## src/rtl/led_pwm_pkg.sv

```systemverilog
// rtl/led_pwm_pkg.sv - duty encoding constants and stagger phase helper for led_pwm_array
package led_pwm_pkg;

    // All-ones duty is reserved for "full on"; returned wide and truncated by the caller.
    function automatic logic [63:0] duty_full(input int unsigned w);
        return (64'd1 << w) - 64'd1;
    endfunction

    function automatic logic [63:0] duty_off(input int unsigned w);
        return duty_full(w) & 64'd0;
    endfunction

    // Start-of-high offset for channel i when turn-on edges are spread across the frame.
    function automatic int unsigned phase_offset(input int unsigned w,
                                                 input int unsigned n,
                                                 input int unsigned i);
        return i * ((32'd1 << w) / n);
    endfunction

endpackage

```

## src/rtl/led_pwm_channel.sv

```systemverilog
// rtl/led_pwm_channel.sv - one PWM channel: shadow/active duty pair, compare and output register
module led_pwm_channel
    import led_pwm_pkg::*;
#(
    parameter int WIDTH = 12,
    parameter int PHASE = 0
) (
    input  logic             clk,
    input  logic             rst,
    input  logic             enable,
    input  logic             wr_en,
    input  logic [WIDTH-1:0] wr_duty,
    input  logic             load,
    input  logic [WIDTH-1:0] cnt,
    output logic             power
);

    localparam logic [WIDTH-1:0] D_OFF  = WIDTH'(duty_off(WIDTH));
    localparam logic [WIDTH-1:0] D_FULL = WIDTH'(duty_full(WIDTH));
    localparam logic [WIDTH-1:0] PH     = WIDTH'(PHASE);

    logic [WIDTH-1:0] shadow;
    logic [WIDTH-1:0] active;
    logic [WIDTH-1:0] pc;
    logic             hit;

    // Modular subtraction wraps naturally; PHASE of 0 gives the unstaggered count.
    assign pc = cnt - PH;

    always_comb begin
        hit = 1'b0;
        if (active == D_OFF)
            hit = 1'b0;
        else if (active == D_FULL)
            hit = 1'b1;
        else
            hit = (pc < active);
    end

    always_ff @(posedge clk) begin
        if (rst) begin
            shadow <= '0;
            active <= '0;
            power  <= 1'b0;
        end else begin
            if (wr_en)
                shadow <= wr_duty;
            if (load)
                active <= shadow;
            if (enable)
                power <= hit;
        end
    end

endmodule

```

## src/rtl/led_pwm_array.sv

```systemverilog
// rtl/led_pwm_array.sv - N_CH PWM array, shared frame counter, frame-aligned commit; LED_PWM_STAGGER_EN phase-shifts channels
module led_pwm_array
    import led_pwm_pkg::*;
#(
    parameter  int WIDTH = 12,
    parameter  int N_CH  = 8,
    localparam int CH_W  = (N_CH > 1) ? $clog2(N_CH) : 1
) (
    input  logic             oscillator,
    input  logic             globalReset,
    input  logic             enable,
    input  logic             wr_valid,
    output logic             wr_ready,
    input  logic [CH_W-1:0]  wr_chan,
    input  logic [WIDTH-1:0] wr_duty,
    input  logic             commit,
    output logic             commit_pending,
    output logic             frame_start,
    output logic [N_CH-1:0]  power
);

    localparam logic [WIDTH-1:0] CNT_MAX = WIDTH'(duty_full(WIDTH));

    logic [WIDTH-1:0] cnt;
    logic             wrap;
    logic             apply;
    logic             wr_fire;

    assign wrap     = enable && (cnt == CNT_MAX);
    assign apply    = wrap && commit_pending;
    assign wr_ready = ~commit_pending;
    assign wr_fire  = wr_valid && wr_ready;

    always_ff @(posedge oscillator) begin
        if (globalReset) begin
            cnt         <= '0;
            frame_start <= 1'b0;
        end else begin
            frame_start <= enable && (cnt == '0);
            if (enable)
                cnt <= cnt + 1'b1;
        end
    end

    // A commit landing on the applying edge (or while armed) does not re-arm.
    always_ff @(posedge oscillator) begin
        if (globalReset)
            commit_pending <= 1'b0;
        else if (apply)
            commit_pending <= 1'b0;
        else if (commit)
            commit_pending <= 1'b1;
    end

    for (genvar ch = 0; ch < N_CH; ch++) begin : g_ch
`ifdef LED_PWM_STAGGER_EN
        localparam int PHASE = int'(phase_offset(WIDTH, N_CH, ch));
`else
        localparam int PHASE = 0;
`endif
        logic wr_en;

        // Channels beyond N_CH never match, so such writes are dropped.
        assign wr_en = wr_fire && (wr_chan == CH_W'(ch));

        led_pwm_channel #(
            .WIDTH (WIDTH),
            .PHASE (PHASE)
        ) u_ch (
            .clk     (oscillator),
            .rst     (globalReset),
            .enable  (enable),
            .wr_en   (wr_en),
            .wr_duty (wr_duty),
            .load    (apply),
            .cnt     (cnt),
            .power   (power[ch])
        );
    end

endmodule
```

## config.mk

```make
export PLATFORM = sky130hd
export DESIGN_NAME = led_pwm_array
export DESIGN_NICKNAME = d
export VERILOG_FILES = /design/src/rtl/led_pwm_pkg.sv /design/src/rtl/led_pwm_channel.sv /design/src/rtl/led_pwm_array.sv
export SDC_FILE = /design/constraint.sdc
export NUM_CORES = 1
export LEC_CHECK = 0
export ABC_CLOCK_PERIOD_IN_PS = 2300
export CAP_MARGIN = 20
export CORE_UTILIZATION = 32
export CTS_CLUSTER_SIZE = 16
export DETAILED_ROUTE_END_ITERATION = 10
export PLACE_DENSITY = 0.52
export SLEW_MARGIN = 20
export SYNTH_ARGS = -nofsm -noshare
export SYNTH_HDL_FRONTEND = slang
export SYNTH_SLANG_ARGS = --single-unit
```

## constraint.sdc

```tcl
create_clock -name oscillator -period 2.3 [get_ports oscillator]
set_clock_uncertainty 0.05 [all_clocks]
set_input_delay 0.575 -clock oscillator [delete_from_list [all_inputs] [get_ports oscillator]]
set_output_delay 0.575 -clock oscillator [all_outputs]
set_load 0.005 [all_outputs]
```

Word-level counts from Yosys, hierarchy flattened
Index checks and enable logic that the tools add are counted.
{ "op_classes": {"order_cmp": 8, "n_shift": 0, "reduce_logical": 23, "bitwise_logic": 1, "n_eq_ne": 16, "muxes": 16, "mul": 0, "div_mod_pow": 0, "n_addsub": 1} }
{ "op_table": {"columns": ["operator", "n"], "rows": [
  ["$eq A12 B12 Y1 const B", 9],
  ["$logic_not A12 Y1", 9],
  ["$lt A12 B12 Y1", 8],
  ["$mux W1", 16],
  ["$add A12 B1 Y12 const B", 1],
  ["$eq A3 B3 Y1 const B", 4],
  ["$logic_and A1 B1 Y1", 12],
  ["$eq A3 B2 Y1 const B", 2],
  ["$eq A3 B1 Y1 const B", 1],
  ["$logic_not A3 Y1", 1],
  ["$reduce_or A2 Y1", 1],
  ["$not A1 Y1", 1]
]} }
{ "word_totals": {"romBits": 0, "memories": 0, "ram_bits": 0, "wordCells": 92, "latchBits": 0, "reg_bits": 214, "inputBits": 20} }

Logic depth before layout (Yosys ltp)
{ "depth": {"word_depth": 4, "mapped_depth": 9, "depth_no_buf": 7} }

Modules after synthesis
A second synthesis with hierarchy kept.
{ "hier_totals": {"cells_unflattened": 1136, "area_unflattened_um2": 10468.8} }
{ "by_module_without_submodules": {"columns": ["mod", "cells_per_inst", "area_each_um2", "instances"], "rows": [
  ["led_pwm_channel", 131, 1218.7, 8],
  ["led_pwm_array", 88, 719.4, 1]
]} }

Worst setup path after synthesis
OpenSTA, ideal clock, no wires.
{ "synth_timing": {"path_kind": "register to register", "startpoint": "reg cnt[1]", "endpoint": "reg g_ch[3].u_ch.active[10]", "t_required_ns": 2.118, "slack_ns": 0.098, "path_buffers": 3, "setup_ns": 0.132, "t_arrival_ns": 2.019, "path_stages_with_launch": 10, "cell_sequence": "dfxtp_1 ha_1 and3_1 nand3_4 or3_1 clkbuf_1 buf_6 buf_6 nand2_1 a21oi_1"} }
{ "synth_via": {"elab_chain_len": 3} }
{ "synth_lines": {"columns": ["item", "line", "source"], "rows": [
  ["from (decl)", "led_pwm_array.sv:24", "logic [WIDTH-1:0] cnt;"],
  ["from (signal assigned)", "led_pwm_array.sv:41", "cnt <= cnt + 1'b1;"],
  ["$eq A12 B12 Y1", "led_pwm_array.sv:29", "assign wrap = enable && (cnt == CNT_MAX);"],
  ["$logic_and A1 B1 Y1", "led_pwm_array.sv:29", null],
  ["$logic_and A1 B1 Y1", "led_pwm_array.sv:30", "assign apply = wrap && commit_pending;"],
  ["to (signal assigned)", "led_pwm_channel.sv:49", "active <= shadow;"],
  ["to (decl)", "led_pwm_channel.sv:23", "logic [WIDTH-1:0] active;"]
]} }
No other way between the ends.
A chain may end at the register's enable or synchronous reset.

Worst setup path in the final report
{ "layout_timing": {"startpoint": "reg commit_pending", "endpoint": "out wr_ready"} }
{ "layout_via": {"elab_chain_len": 1} }
{ "layout_lines": {"columns": ["item", "line", "source"], "rows": [
  ["from (decl)", "led_pwm_array.sv:17", "output logic commit_pending,"],
  ["from (signal assigned)", "led_pwm_array.sv:48", "commit_pending <= 1'b0;"],
  ["from (signal assigned)", "led_pwm_array.sv:50", "commit_pending <= 1'b0;"],
  ["from (signal assigned)", "led_pwm_array.sv:52", "commit_pending <= 1'b1;"],
  ["$not A1 Y1", "led_pwm_array.sv:31", "assign wr_ready = ~commit_pending;"],
  ["to (decl)", "led_pwm_array.sv:13", "output logic wr_ready,"]
]} }
No other way between the ends.

==> metrics.txt <==
syn nets ~1400; multi-input logic area between 5000 and 6000 um^2; DRC Markers 0; Post CTS Setup Buffer Count 0; Max-Cap Viols 0; Synth cell types 42; 1st-iter DRT viols ~490; CTS tree built; CTS max path bufs 3; largest net degree at the start of global routing 73; vias per cell 4.92; Syn Area/Cell 8.16 um^2; part of the power in registers 46.9%; Antenna Violating Nets Remaining 0; Die W 182 um; Final Cell Area ~12000 um^2; Total Die Area approximately 33000 um^2; placed cell area 11500 um^2; area of the mapped netlist just over 10000 um^2; Clk network pwr share 47.9%; Post-synth ARST share 0%; number of synthesized flops with an enable pin 0; H-tree levels 1; Port Buffers 30; Overflow after GRT 0; clock tree sinks 214; filler cell count 3276; leading post-synthesis cells by cell area dfxtp_1, ha_1, nand2_1; pre-CTS setup slack -304 ps; worst path arrival time 1500 ps; count leader, synth nand2_1; root buf cell clkbuf_16; sequential share of the synthesized area between 40 and 50%; Placer Congestion just over 0.8; Cell Pwr Density 652 nW/um^2; Max-Slew Margin vs Limit 57.5%; fraction of the cycle the final worst path needs 92.3%; final setup TNS 0 ps; ratio of cells with drive above 1 in the final layout ~8.4%; Sw Share 22.6%; Max VDD drop 0.000376 V; Layout area overhead 18.9%; yosys warns 0; Leak approximately 4.7 nW; CP Max Fanout 5; vias 8514; Slew @ Worst Pin 635 ps; Util after Layout 38.8%; Int Power 6.21 mW; clk_lat worst skew 520 ps; Hold Fails Final Rpt 0; routed len/inst 16.6 um; antenna violations before repair 0; combinational power share 5.2%; setup slack after layout 178 ps; type of origin of the critical path flip-flop; first-pass GRT wire length around 46 mm; share of the synthesized area in the top cell type 41.4%; Hold-fix buffers, CTS 0; cts bufs inserted 24; WP data required 1670 ps; Commonest cells post-synth nand2_1, dfxtp_1, a21oi_1; minimum clock period 2120 ps; cell count after synthesis 1269; HP Class flip-flop to flip-flop; Yosys reg bits 214; Non-Filler Instances 1731; drt first pass iters 5; Total Wirelength about 29 mm; worst reg2reg setup slack 210 ps; vias in the first global route 8182; hold_ws 392 ps; status finished, final reports clean; storage element area 4290 um^2; fmax 471 MHz; core area 31700 um^2; clock transition at the registers of the reported paths 60 ps; hpwl dp 19.2 mm; All-Layer GR Usage 17.8%; Die Y around 180 um; RSZ-0062 raised after global routing false; Setup violations, final 0; top_reg_cell synth dfxtp_1; Starting Density 32.6%; site row count 65; Final Max Tran Viols 0; placed cells 1686; Crit. End Element output pin; Yosys top cell by area dfxtp_1; nets@finish 1420; critical path class flip-flop to output pin; Final Power 8.02 mW; IO Pins 31; switching pwr 1.82 mW
[critical path, cell delays in order, from the launching register on]
cell and delay [ps]:
dfxtp_2 370, inv_1 100, clkdlybuf4s50_1 500
[kinds of logic after synthesis]
family | share of synthesized area, %
simple gates | 21.0
compound gates | 11.6
flops | 41.4
buf+inv | 7.20
fa+ha+maj | 10.9
mux | 7.15
xor+xnor | 0.761
[routing by layer]
metal | part of all wire (%) | vias to the layer above | GRT usage (%)
met4 | 1.5 | 0 | 4.07
met3 | 3.3 | 32 | 1.93
met5 | 0 | - | 0
li1 | - | 4382 | -
met1 | 48 | 3996 | 23.5
met2 | 47 | 104 | 31.2
[worst paths after layout]
check,cells after the start,end,startpoint
worst min register to register,2,g_ch[4].u_ch.active[1],g_ch[4].u_ch.shadow[1]
worst min-delay path,2,g_ch[4].u_ch.active[1],g_ch[4].u_ch.shadow[1]
worst max-delay path,2,wr_ready,commit_pending
worst max register to register,7,g_ch[0].u_ch.active[10],cnt[0]
[power by group through the flow]
stage / clock network, mW / logic [mW] / registers, mW
floorplan: 0 / 0.215 / 3.84
global placement: 0 / 0.417 / 3.84
detailed placement: 0 / 0.421 / 3.84
CTS: 3.94 / 0.423 / 3.76
global route: 4.11 / 0.453 / 3.77
finish: 3.84 / 0.416 / 3.76
[final cells by class]
class | instances | area share, %
tap | 402 | 4.09
inverter | 97 | 2.96
antenna | 1 | 0.0203
timing repair buffer | 95 | 8.34
sequential | 214 | 34.8
clock inverter | 5 | 0.427
multi-input combinational | 878 | 43.3
clock buffer | 39 | 6.00
[repair_timing]
item | in CTS | in global routing
endpoints found under the setup margin | 0 | 3
gates resized for setup | 0 | 2
hold endpoints to repair | 0 | 0
[layout by cell type (no fill, tap or decap), drive strengths merged, types with 39 or more instances in the layout]
cell    netlist  routed
nand2       258     258
dfxtp       214     214
inv          97      97
buf          26      66
clkbuf       54      39
nand4        40      40
mux2i        74      74
a21oi       151     151
ha           90      90
nor2        105     105
[state kept, by name, indices dropped and copies added (netlist names)]
register and cells:
cnt 12, commit_pending 1, frame_start 1, g_ch.u_ch.active 96
g_ch.u_ch.power 8, g_ch.u_ch.shadow 96
Note: power is estimated with default switching activity, not from simulation.
